`src/rtl/counter_pkg.sv`:
```
// Shared definitions for the LED counter run controller.
//   run_state_t : FSM encoding, also driven onto the state output port
//   RATEn_DEF   : default prescaler terminal values for a 50 MHz clock
package counter_pkg;

  typedef enum logic [1:0] {
    ST_IDLE  = 2'b00,
    ST_RUN   = 2'b01,
    ST_PAUSE = 2'b10,
    ST_DONE  = 2'b11
  } run_state_t;

  localparam int unsigned RATE0_DEF = 24999999;  // 2 Hz
  localparam int unsigned RATE1_DEF = 4999999;   // 10 Hz
  localparam int unsigned RATE2_DEF = 499999;    // 100 Hz
  localparam int unsigned RATE3_DEF = 49999;     // 1 kHz

endpackage

```
`src/rtl/counter_run_controller_btn_edge_sync.sv`:
```
// Button synchronizer and rising-edge detector.
//   clk, reset : system clock, synchronous active-high reset
//   btn        : debounced button level, asynchronous to clk
//   pulse      : registered one-cycle event; a rise sampled at edge N
//                is visible to downstream logic at edge N+3
module btn_edge_sync (
  input  logic clk,
  input  logic reset,
  input  logic btn,
  output logic pulse
);

  logic btn_p0;
  logic btn_p1;
  logic btn_p2;

  always_ff @(posedge clk) begin
    if (reset) begin
      btn_p0 <= 1'b0;
      btn_p1 <= 1'b0;
      btn_p2 <= 1'b0;
      pulse  <= 1'b0;
    end else begin
      // p0/p1: metastability chain
      btn_p0 <= btn;
      btn_p1 <= btn_p0;
      // p2: previous synchronized level for edge detect
      btn_p2 <= btn_p1;
      pulse  <= btn_p1 & ~btn_p2;
    end
  end

endmodule

```
`src/rtl/counter_run_controller.sv`:
```
// Run/pause/clear sequencer for the 12-bit LED counter.
//   clk, reset            : system clock, synchronous active-high reset
//   btn_run/clear/dir     : debounced button levels (asynchronous)
//   rate_sel              : selects one of four prescaler terminal values
//   oneshot               : 1 = stop in DONE at terminal count, 0 = wrap
//   count_in              : current counter value
//   cnt_init              : counter synchronous clear (registered)
//   cnt_enable            : one-cycle count pulse (registered)
//   cnt_down              : count direction, 1 = down (registered)
//   state                 : FSM state, IDLE=00 RUN=01 PAUSE=10 DONE=11
module counter_run_controller
  import counter_pkg::*;
#(
  parameter int          PRESCALE_W = 25,
  parameter int          COUNT_W    = 12,
  parameter int unsigned RATE0      = RATE0_DEF,
  parameter int unsigned RATE1      = RATE1_DEF,
  parameter int unsigned RATE2      = RATE2_DEF,
  parameter int unsigned RATE3      = RATE3_DEF
) (
  input  logic               clk,
  input  logic               reset,
  input  logic               btn_run,
  input  logic               btn_clear,
  input  logic               btn_dir,
  input  logic [1:0]         rate_sel,
  input  logic               oneshot,
  input  logic [COUNT_W-1:0] count_in,
  output logic               cnt_init,
  output logic               cnt_enable,
  output logic               cnt_down,
  output logic [1:0]         state
);

  logic                  run_ev;
  logic                  clear_ev;
  logic                  dir_ev;
  run_state_t            state_q;
  run_state_t            state_n;
  logic [PRESCALE_W-1:0] presc_cnt;
  logic [PRESCALE_W-1:0] limit;
  logic                  tick;
  logic                  terminal;
  logic                  init_req;
  logic                  toggle_dir;
  logic                  rst_hold;

  btn_edge_sync u_sync_run   (.clk(clk), .reset(reset), .btn(btn_run),   .pulse(run_ev));
  btn_edge_sync u_sync_clear (.clk(clk), .reset(reset), .btn(btn_clear), .pulse(clear_ev));
  btn_edge_sync u_sync_dir   (.clk(clk), .reset(reset), .btn(btn_dir),   .pulse(dir_ev));

  always_comb begin
    limit = PRESCALE_W'(RATE0);
    case (rate_sel)
      2'd0:    limit = PRESCALE_W'(RATE0);
      2'd1:    limit = PRESCALE_W'(RATE1);
      2'd2:    limit = PRESCALE_W'(RATE2);
      default: limit = PRESCALE_W'(RATE3);
    endcase
  end

  // ">=" so that lowering the rate limit below the current count ticks at once
  assign tick     = (state_q == ST_RUN) && (presc_cnt >= limit);
  assign terminal = cnt_down ? (count_in == '0) : (count_in == '1);

  // Event priority: clear, then run, then terminal stop, then direction.
  always_comb begin
    state_n    = state_q;
    init_req   = 1'b0;
    toggle_dir = 1'b0;
    if (clear_ev) begin
      if (state_q != ST_IDLE) begin
        state_n  = ST_IDLE;
        init_req = 1'b1;
      end
    end else if (run_ev) begin
      case (state_q)
        ST_IDLE:  state_n = ST_RUN;
        ST_RUN:   state_n = ST_PAUSE;
        ST_PAUSE: state_n = ST_RUN;
        default: begin
          state_n  = ST_RUN;
          init_req = 1'b1;
        end
      endcase
    end else if (tick && oneshot && terminal) begin
      state_n = ST_DONE;
    end else if (dir_ev && (state_q == ST_IDLE || state_q == ST_PAUSE)) begin
      toggle_dir = 1'b1;
    end
  end

  // Prescaler: advances only while RUN persists, so a pause freezes it
  // (even at the limit, which then ticks immediately on resume).
  always_ff @(posedge clk) begin
    if (reset) begin
      presc_cnt <= '0;
    end else if (init_req || state_q == ST_IDLE) begin
      presc_cnt <= '0;
    end else if (state_q == ST_RUN && state_n == ST_RUN) begin
      presc_cnt <= tick ? '0 : presc_cnt + PRESCALE_W'(1);
    end
  end

  // Output registers; rst_hold stretches cnt_init one cycle past reset.
  always_ff @(posedge clk) begin
    if (reset) begin
      state_q    <= ST_IDLE;
      cnt_enable <= 1'b0;
      cnt_down   <= 1'b0;
      cnt_init   <= 1'b1;
      rst_hold   <= 1'b1;
    end else begin
      state_q    <= state_n;
      rst_hold   <= 1'b0;
      cnt_init   <= rst_hold | init_req;
      cnt_enable <= tick && (state_n == ST_RUN);
      if (toggle_dir) begin
        cnt_down <= ~cnt_down;
      end
    end
  end

  assign state = state_q;

endmodule

```
`config.mk`:
```
export PLATFORM = sky130hd
export DESIGN_NAME = counter_run_controller
export DESIGN_NICKNAME = d
export VERILOG_FILES = /design/src/rtl/counter_pkg.sv /design/src/rtl/counter_run_controller_btn_edge_sync.sv /design/src/rtl/counter_run_controller.sv
export SDC_FILE = /design/constraint.sdc
export NUM_CORES = 1
export LEC_CHECK = 0
export ABC_AREA = 0
export CAP_MARGIN = 20
export CORE_MARGIN = 2
export CORE_UTILIZATION = 25
export DETAILED_ROUTE_END_ITERATION = 12
export DONT_BUFFER_PORTS = 1
export GPL_ROUTABILITY_DRIVEN = 0
export GPL_TIMING_DRIVEN = 0
export MAX_ROUTING_LAYER = met4
export PLACE_DENSITY = 0.35
export SYNTH_ARGS = -nofsm -noshare
export SYNTH_HDL_FRONTEND = slang
export SYNTH_SLANG_ARGS = --single-unit
```
`constraint.sdc`:
```
create_clock -name clk -period 3.2 [get_ports clk]
set_input_delay 0.64 -clock clk [delete_from_list [all_inputs] [get_ports clk]]
set_output_delay 0.64 -clock clk [all_outputs]
set_load 0.01 [all_outputs]
```
## Word-level counts from Yosys, hierarchy flattened

Index checks and enable logic that the tools add are counted.

| storage, ports and cells | value |
|---|---|
| memory bits (read-only) | 0 |
| logic and storage cells | 65 |
| RAM bits | 0 |
| register bits | 43 |
| memories | 0 |
| bits of input ports | 20 |
| bits in latches | 0 |

| cells by class | value |
|---|---|
| reduce and logical (&&, ||, !) cells | 14 |
| $mul | 0 |
| add/sub/neg operators | 1 |
| shifts and indexed selects | 0 |
| magnitude comparators | 1 |
| equality and inequality tests | 6 |
| bitwise logic cells | 8 |
| multiplexer cells | 17 |
| div/mod/pow operators | 0 |

Operator list:

| operator | number |
|---|---|
| one-hot mux 25 bit (3 select lines) | 1 |
| adder 25 x 1 -> 25 bit (second input constant) | 1 |
| >= comparator 25 bit | 1 |
| two-way mux 25 bit | 1 |
| equality test 12 bit (second input constant) | 1 |
| logical NOT 12 bit | 1 |
| two-way mux 1 bit | 10 |
| two-way mux 2 bit | 5 |
| equality test 2 x 1 -> 1 bit (second input constant) | 3 |
| logical AND 1 bit | 6 |
| equality test 2 bit (second input constant) | 2 |
| logical NOT 2 bit | 2 |
| NOT 1 bit | 4 |
| bitwise AND 1 bit | 3 |
| OR reduction 3 bit | 1 |
| logical OR 1 bit | 2 |
| nonzero test 2 bit | 1 |
| OR reduction 2 bit | 1 |
| OR 1 bit | 1 |

## Longest topological paths before layout

Gate-level depths: netlist of run 1.

| depth | value |
|---|---|
| depth after elaboration | 11 |
| depth in mapped cells | 12 |

## Modules after synthesis

Synthesis of run 1 repeated with hierarchy kept, for this count alone.

| second synthesis, totals | value |
|---|---|
| cell total of the unflattened synthesis | 309 |
| area, all modules | 2541.2 µm² |

By module, submodules not included:

| module | times used | area each (µm²) | cells each |
|---|---|---|---|
| counter_run_controller | 1 | 2207.1 | 285 |
| btn_edge_sync | 3 | 111.4 | 8 |

## Worst setup path after synthesis of run 1

No wires, ideal clock.

| path | value |
|---|---|
| path type | in2reg |
| from | input rate_sel[1] |
| to | register presc_cnt[3] |
| stages on the path | 12 |
| data arrival time | 2.801 ns |
| required time | 3.080 ns |
| setup time | 0.120 ns |
| buffers on the path | 2 |
| setup slack | 0.279 ns |
| cell sequence | inv_1 nor2_1 inv_1 ha_1 a211oi_1 nor2b_1 o311ai_2 nand4_1 and2_1 clkbuf_1 buf_2 a211o_2 |

| on the way | value |
|---|---|
| word-level cells in the longest chain between the ends | 11 |
| elaborated cells between the ends (all ways) | 14 |
| classes of those cells | 1 x order compare; 3 x eq/ne; 5 x mux; 5 x reduce/logical |

Ends and longest elaborated chain:

| what | RTL line | text |
|---|---|---|
| from (decl) | counter_run_controller.sv:26 | `input logic [1:0] rate_sel,` |
| equality test 2 bit, or another cell as far along | counter_run_controller.sv:54 | `case (rate_sel)` |
| one-hot mux 25 bit (3 select lines) (*) | counter_run_controller.sv:54 |  |
| >= comparator 25 bit (*) | counter_run_controller.sv:63 | `assign tick = (state_q == ST_RUN) && (presc_cnt >= limit);` |
| logical AND 1 bit (*) | counter_run_controller.sv:63 |  |
| logical AND 1 bit (2 in a row) | counter_run_controller.sv:86 | `end else if (tick && oneshot && terminal) begin` |
| two-way mux 2 bit | counter_run_controller.sv:86 |  |
| two-way mux 2 bit | counter_run_controller.sv:76 | `end else if (run_ev) begin` |
| two-way mux 2 bit | counter_run_controller.sv:71 | `if (clear_ev) begin` |
| equality test 2 x 1 -> 1 bit | counter_run_controller.sv:100 | `end else if (state_q == ST_RUN && state_n == ST_RUN) begin` |
| logical AND 1 bit | counter_run_controller.sv:100 |  |
| to (signal assigned) | counter_run_controller.sv:101 | `presc_cnt <= tick ? '0 : presc_cnt + PRESCALE_W'(1);` |
| to (decl) | counter_run_controller.sv:40 | `logic [PRESCALE_W-1:0] presc_cnt;` |

Every way passes the cells marked *; elsewhere a longest branch is shown, timed or not.
A chain may end at the register's enable or synchronous reset.

## Final worst setup path of run 1

| path | value |
|---|---|
| from | input rate_sel[0] |
| to | register presc_cnt[3] |

The elaborated chain is that of the path after synthesis.

==> results.md, run 1 <==
* Outcome: completed
* Post-DR vias/cell at 5.13
* DP Wirelength at 5.35 mm
* Worst R2R Path Depth at 9
* Worst EP arrival at 3.19 ns
* Setup crit end kind: register
* Power per cell area at 352 nW/µm²
* Largest area contributor in the netlist: dfxtp_1
* Area of the core at 9770 µm²
* Unique masters post-synth at 45
* GR met2 Demand/Resource at 0.233
* Root Driver: clkbuf_8
* Worst Hold Slack at 0.349 ns
* Worst vdd ir at 0.000156 V
* Post-synthesis register bit count at 43
* Max-slew headroom at 0.458
* Worst-case clock skew at 0.00837 ns
* GR Overflow Total at 0
* R2r startpoint: presc_cnt[6]$_SDFFE_PP0P_
* Layout cell share with drive strength beyond 1 at 0.0987
* Met3 usage at 0.0213
* Fin crit period at 2.98 ns
* Die Y-Extent at 104 µm
* Number of clock sinks at 43
* Final worst setup slack at 0.216 ns
* Busiest grt layer: met2
* Antenna cell count at 0
* Deepest clock path buffer count at 2
* Largest net degree at the start of global routing at 17
* First-pass GRT wire length at 11.9 mm
* R2R Path End: presc_cnt[3]$_SDFFE_PP0P_
* Row cnt at 36
* Overall Global Routing Usage at 0.142
* DRT iter0 DRCs at 74
* Synth Warn # at 0
* CP required at 3.40 ns
* H-tree levels at 2
* Post-Synthesis Cell Area at 2520 µm²
* Max-slew violations at 0
* CTS clk-pin slew, worst paths at 0.10 ns
* I/O Buffers at 0
* Mean post-synth cell area at 8.33 µm²
* Pre-antenna DRT Iters at 4
* Wire length per cell at 16.1 µm
* Final #Nets at 352
* CTS buffer count at 5
* Die area at 10900 µm²
* P&R area growth vs syn at 12.4%
* Total I/O pin count at 25
* Synth async-reset ratio at 0
* Count leader, synth: dfxtp_1
* Synth top area share at 0.341
* Initial Util at 0.258
* Met1 Resource Use GR at 0.185
* Hold Path Cell Cnt at 0
* Die W at 104 µm
* Final setup viols at 0
* Final ANT Viol Nets at 0
* Final period util at 0.933
* Vias at 2295
* Number of synthesized flops with an enable pin at 0
* Cts-stage hold buffer count at 0
* Top FF cell, synth: dfxtp_1
* Total wire length at 7.20 mm
* Worst-Skew Late Latency at 0.31 ns
* DRC Markers at 0
* Synth Instances at 303
* Final hold vios at 0
* Slew @ Worst Pin at 0.813 ns
* CP Launch Type: input port
* Min-delay src: reset
* Max-cap violations at 0
* Dpl ws at -0.583 ns
* CTS tree: yes
* Number of global-route vias before repair at 2246
* Reg-to-reg slack, setup at 0.46 ns
* Top post-synthesis cells by count: 43 x dfxtp_1, 28 x nor2_1, 25 x nand3_1, 21 x nand2_1, 19 x ha_1
* Critical path type: input port to register
* Initial antenna violation count at 0
* Leak at 1.10 nW
* Post-layout util at 0.290
* Fillers at 1102
* Worst Hold Class: input port to register
* Max Freq at 335 MHz
* Critical Path Fanout Max at 10
* Main area contributors after synthesis: dfxtp_1 34%, ha_1 9.4%, nand3_1 5.0%
* Syn Nets at 342
* Register area share after synthesis at 0.341
* Hold endpoint: rst_hold$_DFF_P_
-- cell usage in the layout (no fill, tap or decap), drive strengths merged, types with 4 or more instances in the layout --
master  netlist  routed
a211oi        4       4
nor2b        14      14
ha           19      19
o21ai        13      13
nor3          4       4
nand2        21      21
or4           7       7
nor2         28      28
nand3        25      25
inv          15      17
a211o        14      14
dfxtp        43      43
buf           3       7
a32oi         9       9
a21oi         8       8
clkbuf       11      15
nand4        11      11
nor4         19      19
-- final cells by class --
cell class / count / area (µm²) / share of cell area
multi-input cells: 231 / 1570 / 0.553
flip-flops and latches: 43 / 861 / 0.303
inverters: 15 / 56.3 / 0.0198
clock inverters: 3 / 26.3 / 0.00926
plain buffers: 13 / 61.3 / 0.0216
repair buffers: 4 / 30.0 / 0.0106
well taps: 133 / 166 / 0.0586
clock buffers: 5 / 68.8 / 0.0242
-- layer usage --
metal	share of wire	routed length, µm	vias to the layer above
met5	0	0	-
met4	0.013	91	0
met3	0.020	141	10
met2	0.46	3340	18
met1	0.50	3630	1097
li1	-	-	1170
-- through the flow --
step / std cells / setup TNS (ns) / cell area (µm²) / total power, W
6_report: 447 / 0 / 2840 / 0.000999
5_1_grt: 447 / -0.0152 / 2840 / 0.00104
4_1_cts: 445 / 0 / 2810 / 0.00102
3_5_place_dp: 436 / -11.04 / 2690 / 0.000611
3_3_place_gp: 436 / -11.20 / 2690 / 0.000610
2_1_floorplan: 303 / 0 / 2520 / 0.000595
-- cells by family (layout without fill, tap and decap cells) --
| kind of cell | after synthesis | count (layout) | share of synthesized area |
|---|---|---|---|
| AO/OA/AOI/OAI | 59 | 59 | 0.173 |
| XOR/XNOR | 1 | 1 | 0.00347 |
| adder cells (fa/ha/maj) | 19 | 19 | 0.0942 |
| buffers and inverters | 29 | 40 | 0.0466 |
| flip-flops | 43 | 43 | 0.341 |
| multiplexers | 3 | 3 | 0.0119 |
| AND/OR/NAND/NOR | 149 | 149 | 0.330 |
-- worst max-delay path by stage --
stage	start	to
3_5_place_dp	rate_sel[1]	presc_cnt[22]$_SDFFE_PP0P_
2_1_floorplan	rate_sel[1]	presc_cnt[3]$_SDFFE_PP0P_
3_3_place_gp	rate_sel[1]	presc_cnt[23]$_SDFFE_PP0P_
4_1_cts	rate_sel[1]	presc_cnt[22]$_SDFFE_PP0P_
6_report	rate_sel[0]	presc_cnt[3]$_SDFFE_PP0P_
5_1_grt	rate_sel[1]	presc_cnt[3]$_SDFFE_PP0P_
-- sequential cells by signal, indices dropped and copies added, names as in the netlist --
name,cells
cnt_enable,1
u_sync_run.btn_p1,1
u_sync_dir.pulse,1
u_sync_clear.btn_p1,1
u_sync_run.btn_p0,1
u_sync_run.pulse,1
u_sync_run.btn_p2,1
presc_cnt,25
rst_hold,1
u_sync_clear.pulse,1
cnt_init,1
u_sync_dir.btn_p0,1
u_sync_clear.btn_p0,1
u_sync_dir.btn_p2,1
cnt_down,1
u_sync_dir.btn_p1,1
u_sync_clear.btn_p2,1
state,2
-- critical path, stage by stage --
cell      delay, ns
inv_1          0.07
nor2_2         0.22
inv_1          0.07
ha_1           0.29
a211oi_1       0.20
nor2b_1        0.10
o311ai_4       0.39
nand4_1        0.24
and2_1         0.24
clkbuf_1       0.15
buf_2          0.22
a211o_2        0.34
-- power by group --
group	internal (W)	leakage, nW	switching [W]
clock	0.000161	0.0491	0.000238
combinational	0.0000192	0.704	0.0000335
sequential	0.000543	0.349	0.00000440
-- what timing repair did --
action	4_1_cts	5_1_grt
gates cloned	0	0
endpoints found under the hold margin	0	0
setup endpoints to repair	19	21
setup buffers	2	2
pin swaps	0	2
gates resized for setup	3	7
Note: power is estimated with default switching activity, not from simulation.
==> run 2: changes to the inputs <==
--- a/config.mk
+++ b/config.mk
@@ -15,6 +15,7 @@
 export GPL_TIMING_DRIVEN = 0
 export MAX_ROUTING_LAYER = met4
 export PLACE_DENSITY = 0.35
+export REMOVE_ABC_BUFFERS = 1
 export SYNTH_ARGS = -nofsm -noshare
 export SYNTH_HDL_FRONTEND = slang
 export SYNTH_SLANG_ARGS = --single-unit
==> run 2 against run 1 <==
Clock skew is 0.00065 ns lower; critical path depth is 1 lower; clock power up 15%; sequential power about the same; cell count fell by 2.0%; utilization rose by 0.27 points; design area up 0.93%; sequential share of layout area shrank 0.28 points; die area stayed put; routed wire length fell by 7.5%; largest power group unchanged; highest routed layer is now met3.
==> results.md, run 2 (synthesis gave the netlist of run 1 again) <==
* Root Driver: clkbuf_8 (unchanged)
* I/O Buffers at 0 (unchanged)
* Layout Cells excl Fill at 438 (was 447)
* Min-delay src: reset (unchanged)
* P&R area growth vs syn at 13.5% (was 12.4%)
* Dpl ws at -0.930 ns (was -0.583 ns)
* Hold endpoint: rst_hold$_DFF_P_ (unchanged)
* Final period util at 0.921 (was 0.933)
* Total wire length at 6.66 mm (was 7.20 mm)
* Fin crit period at 2.95 ns (was 2.98 ns)
* Post-DP Area at 2680 µm² (was 2690 µm²)
* Slew @ Worst Pin at 1.03 ns (was 0.813 ns)
* Max-slew headroom at 0.316 (was 0.458)
* Final worst setup slack at 0.253 ns (was 0.216 ns)
* DRT iter0 DRCs at 114 (was 74)
* Max-cap violations at 0 (unchanged)
* Overall Global Routing Usage at 0.130 (was 0.142)
* Most frequent cells in the layout: 43 x dfxtp_1, 27 x nor2_1, 25 x nand3_1 (unchanged)
* R2r startpoint: state[0]$_SDFF_PP0_ (was presc_cnt[6]$_SDFFE_PP0P_)
* Area of the core at 9770 µm² (unchanged)
* Antenna cell count at 0 (unchanged)
* Max Freq at 339 MHz (was 335 MHz)
* CP Launch Type: input port (unchanged)
* CTS clk-pin slew, worst paths at 0.10 ns (about the same)
* Critical path type: input port to register (unchanged)
* Largest net degree at the start of global routing at 23 (was 17)
* Die W at 104 µm (unchanged)
* Largest Register: presc_cnt (unchanged)
* Hold Path Cell Cnt at 0 (unchanged)
* Final setup viols at 0 (unchanged)
* Final #Nets at 343 (was 352)
* Total I/O pin count at 25 (unchanged)
* Deepest clock path buffer count at 2 (unchanged)
* Worst Hold Class: input port to register (unchanged)
* DP Wirelength at 4.67 mm (was 5.35 mm)
* Pre-antenna DRT Iters at 4 (unchanged)
* Worst vdd ir at 0.000138 V (was 0.000156 V)
* Outcome: completed (unchanged)
* H-tree levels at 2 (unchanged)
* Fillers at 1058 (was 1102)
* Power per cell area at 367 nW/µm² (was 352 nW/µm²)
* Worst EP arrival at 3.14 ns (was 3.19 ns)
* DRC Markers at 0 (unchanged)
* Cts-stage hold buffer count at 0 (unchanged)
* Setup crit end kind: register (unchanged)
* Finished layout cell area at 2870 µm² (was 2840 µm²)
* Final ANT Viol Nets at 0 (unchanged)
* CP required at 3.39 ns (was 3.40 ns)
* Post-DR vias/cell at 5.12 (was 5.13)
* RSZ-0062 raised after global routing: false
* Worst R2R Path Depth at 6 (was 9)
* Die area at 10900 µm² (unchanged)
* Cells after DPL at 425 (was 436)
* Leak at 1.10 nW (about the same)
* Wire length per cell at 15.2 µm (was 16.1 µm)
* Reg-to-reg slack, setup at 0.45 ns (was 0.46 ns)
* Commonest non-fill, non-tap cell in the layout: dfxtp_1 (unchanged)
* Max reg flops at 25 (unchanged)
* Critical Path Fanout Max at 14 (was 10)
* Row cnt at 36 (unchanged)
* Max-slew violations at 0 (unchanged)
* Final hold vios at 0 (unchanged)
* R2R Path End: presc_cnt[3]$_SDFFE_PP0P_ (unchanged)
* Die Y-Extent at 104 µm (unchanged)
* Number of clock sinks at 43 (unchanged)
* Sum of negative setup slack at 0 ns (unchanged)
* Worst-case clock skew at 0.00772 ns (was 0.00837 ns)
* GR Overflow Total at 0 (unchanged)
* Number of global-route vias before repair at 2170 (was 2246)
* Layout cell share with drive strength beyond 1 at 0.108 (was 0.0987)
* CTS tree: yes (unchanged)
* Worst-Skew Late Latency at 0.30 ns (was 0.31 ns)
* First-pass GRT wire length at 11.2 mm (was 11.9 mm)
* Post-layout util at 0.293 (was 0.290)
* Vias at 2243 (was 2295)
* CTS buffer count at 5 (unchanged)
* Initial antenna violation count at 0 (unchanged)
* Initial Util at 0.258 (unchanged)
run 2: worst max-delay path by stage:
| stage | from | end | depth (start not counted) |
|---|---|---|---|
| 2_1_floorplan | rate_sel[1] | presc_cnt[3]$_SDFFE_PP0P_ | 10 |
| 3_3_place_gp | rate_sel[0] | presc_cnt[3]$_SDFFE_PP0P_ | 10 |
| 3_5_place_dp | rate_sel[0] | presc_cnt[3]$_SDFFE_PP0P_ | 12 |
| 4_1_cts | rate_sel[1] | presc_cnt[3]$_SDFFE_PP0P_ | 9 |
| 5_1_grt | rate_sel[1] | presc_cnt[3]$_SDFFE_PP0P_ | 11 |
| 6_report | rate_sel[1] | presc_cnt[3]$_SDFFE_PP0P_ | 11 |
run 2: per-layer routing:
layer  track usage  wire length, µm  up-vias  share of wire
met4        0.0319                0        0              0
met5             -                0        -              0
met2         0.217             3130       14           0.47
met1         0.164             3410     1084           0.51
met3        0.0219              112        0          0.017
li1              -                -     1145              -
run 2: through the flow:
step	hold slack, ns	total power [W]
2_1_floorplan	0.367	0.000591
3_3_place_gp	0.373	0.000604
3_5_place_dp	0.375	0.000607
4_1_cts	0.338	0.00108
5_1_grt	0.338	0.00110
6_report	0.355	0.00105
run 2: layout make-up:
class | count | area, µm² | share of cell area
repair buffers | 8 | 78.8 | 0.0275
multi-input cells | 231 | 1590 | 0.554
clock buffers | 5 | 68.8 | 0.0240
flip-flops and latches | 43 | 861 | 0.300
clock inverters | 3 | 47.5 | 0.0166
well taps | 133 | 166 | 0.0581
inverters | 15 | 56.3 | 0.0197
run 2: what timing repair did:
| action | 4_1_cts | 5_1_grt |
|---|---|---|
| buffers inserted | 1 | 4 |
| gates resized for setup | 3 | 4 |
| endpoints found under the setup margin | 24 | 14 |
| hold endpoints to repair | 0 | 0 |
| pin swaps | 1 | 2 |
run 2: where the power goes:
part           internal (W)  switching, W
sequential         0.000542    0.00000469
combinational     0.0000193     0.0000292
clock              0.000237      0.000220
run 2: critical path: stages:
cell,delay (ns)
nor2_1,0.17
inv_1,0.16
ha_1,0.33
a21oi_1,0.13
o21ai_0,0.13
a221oi_2,0.37
nand4_1,0.21
buf_6,0.20
buf_8,0.15
and2_2,0.29
a211o_2,0.36
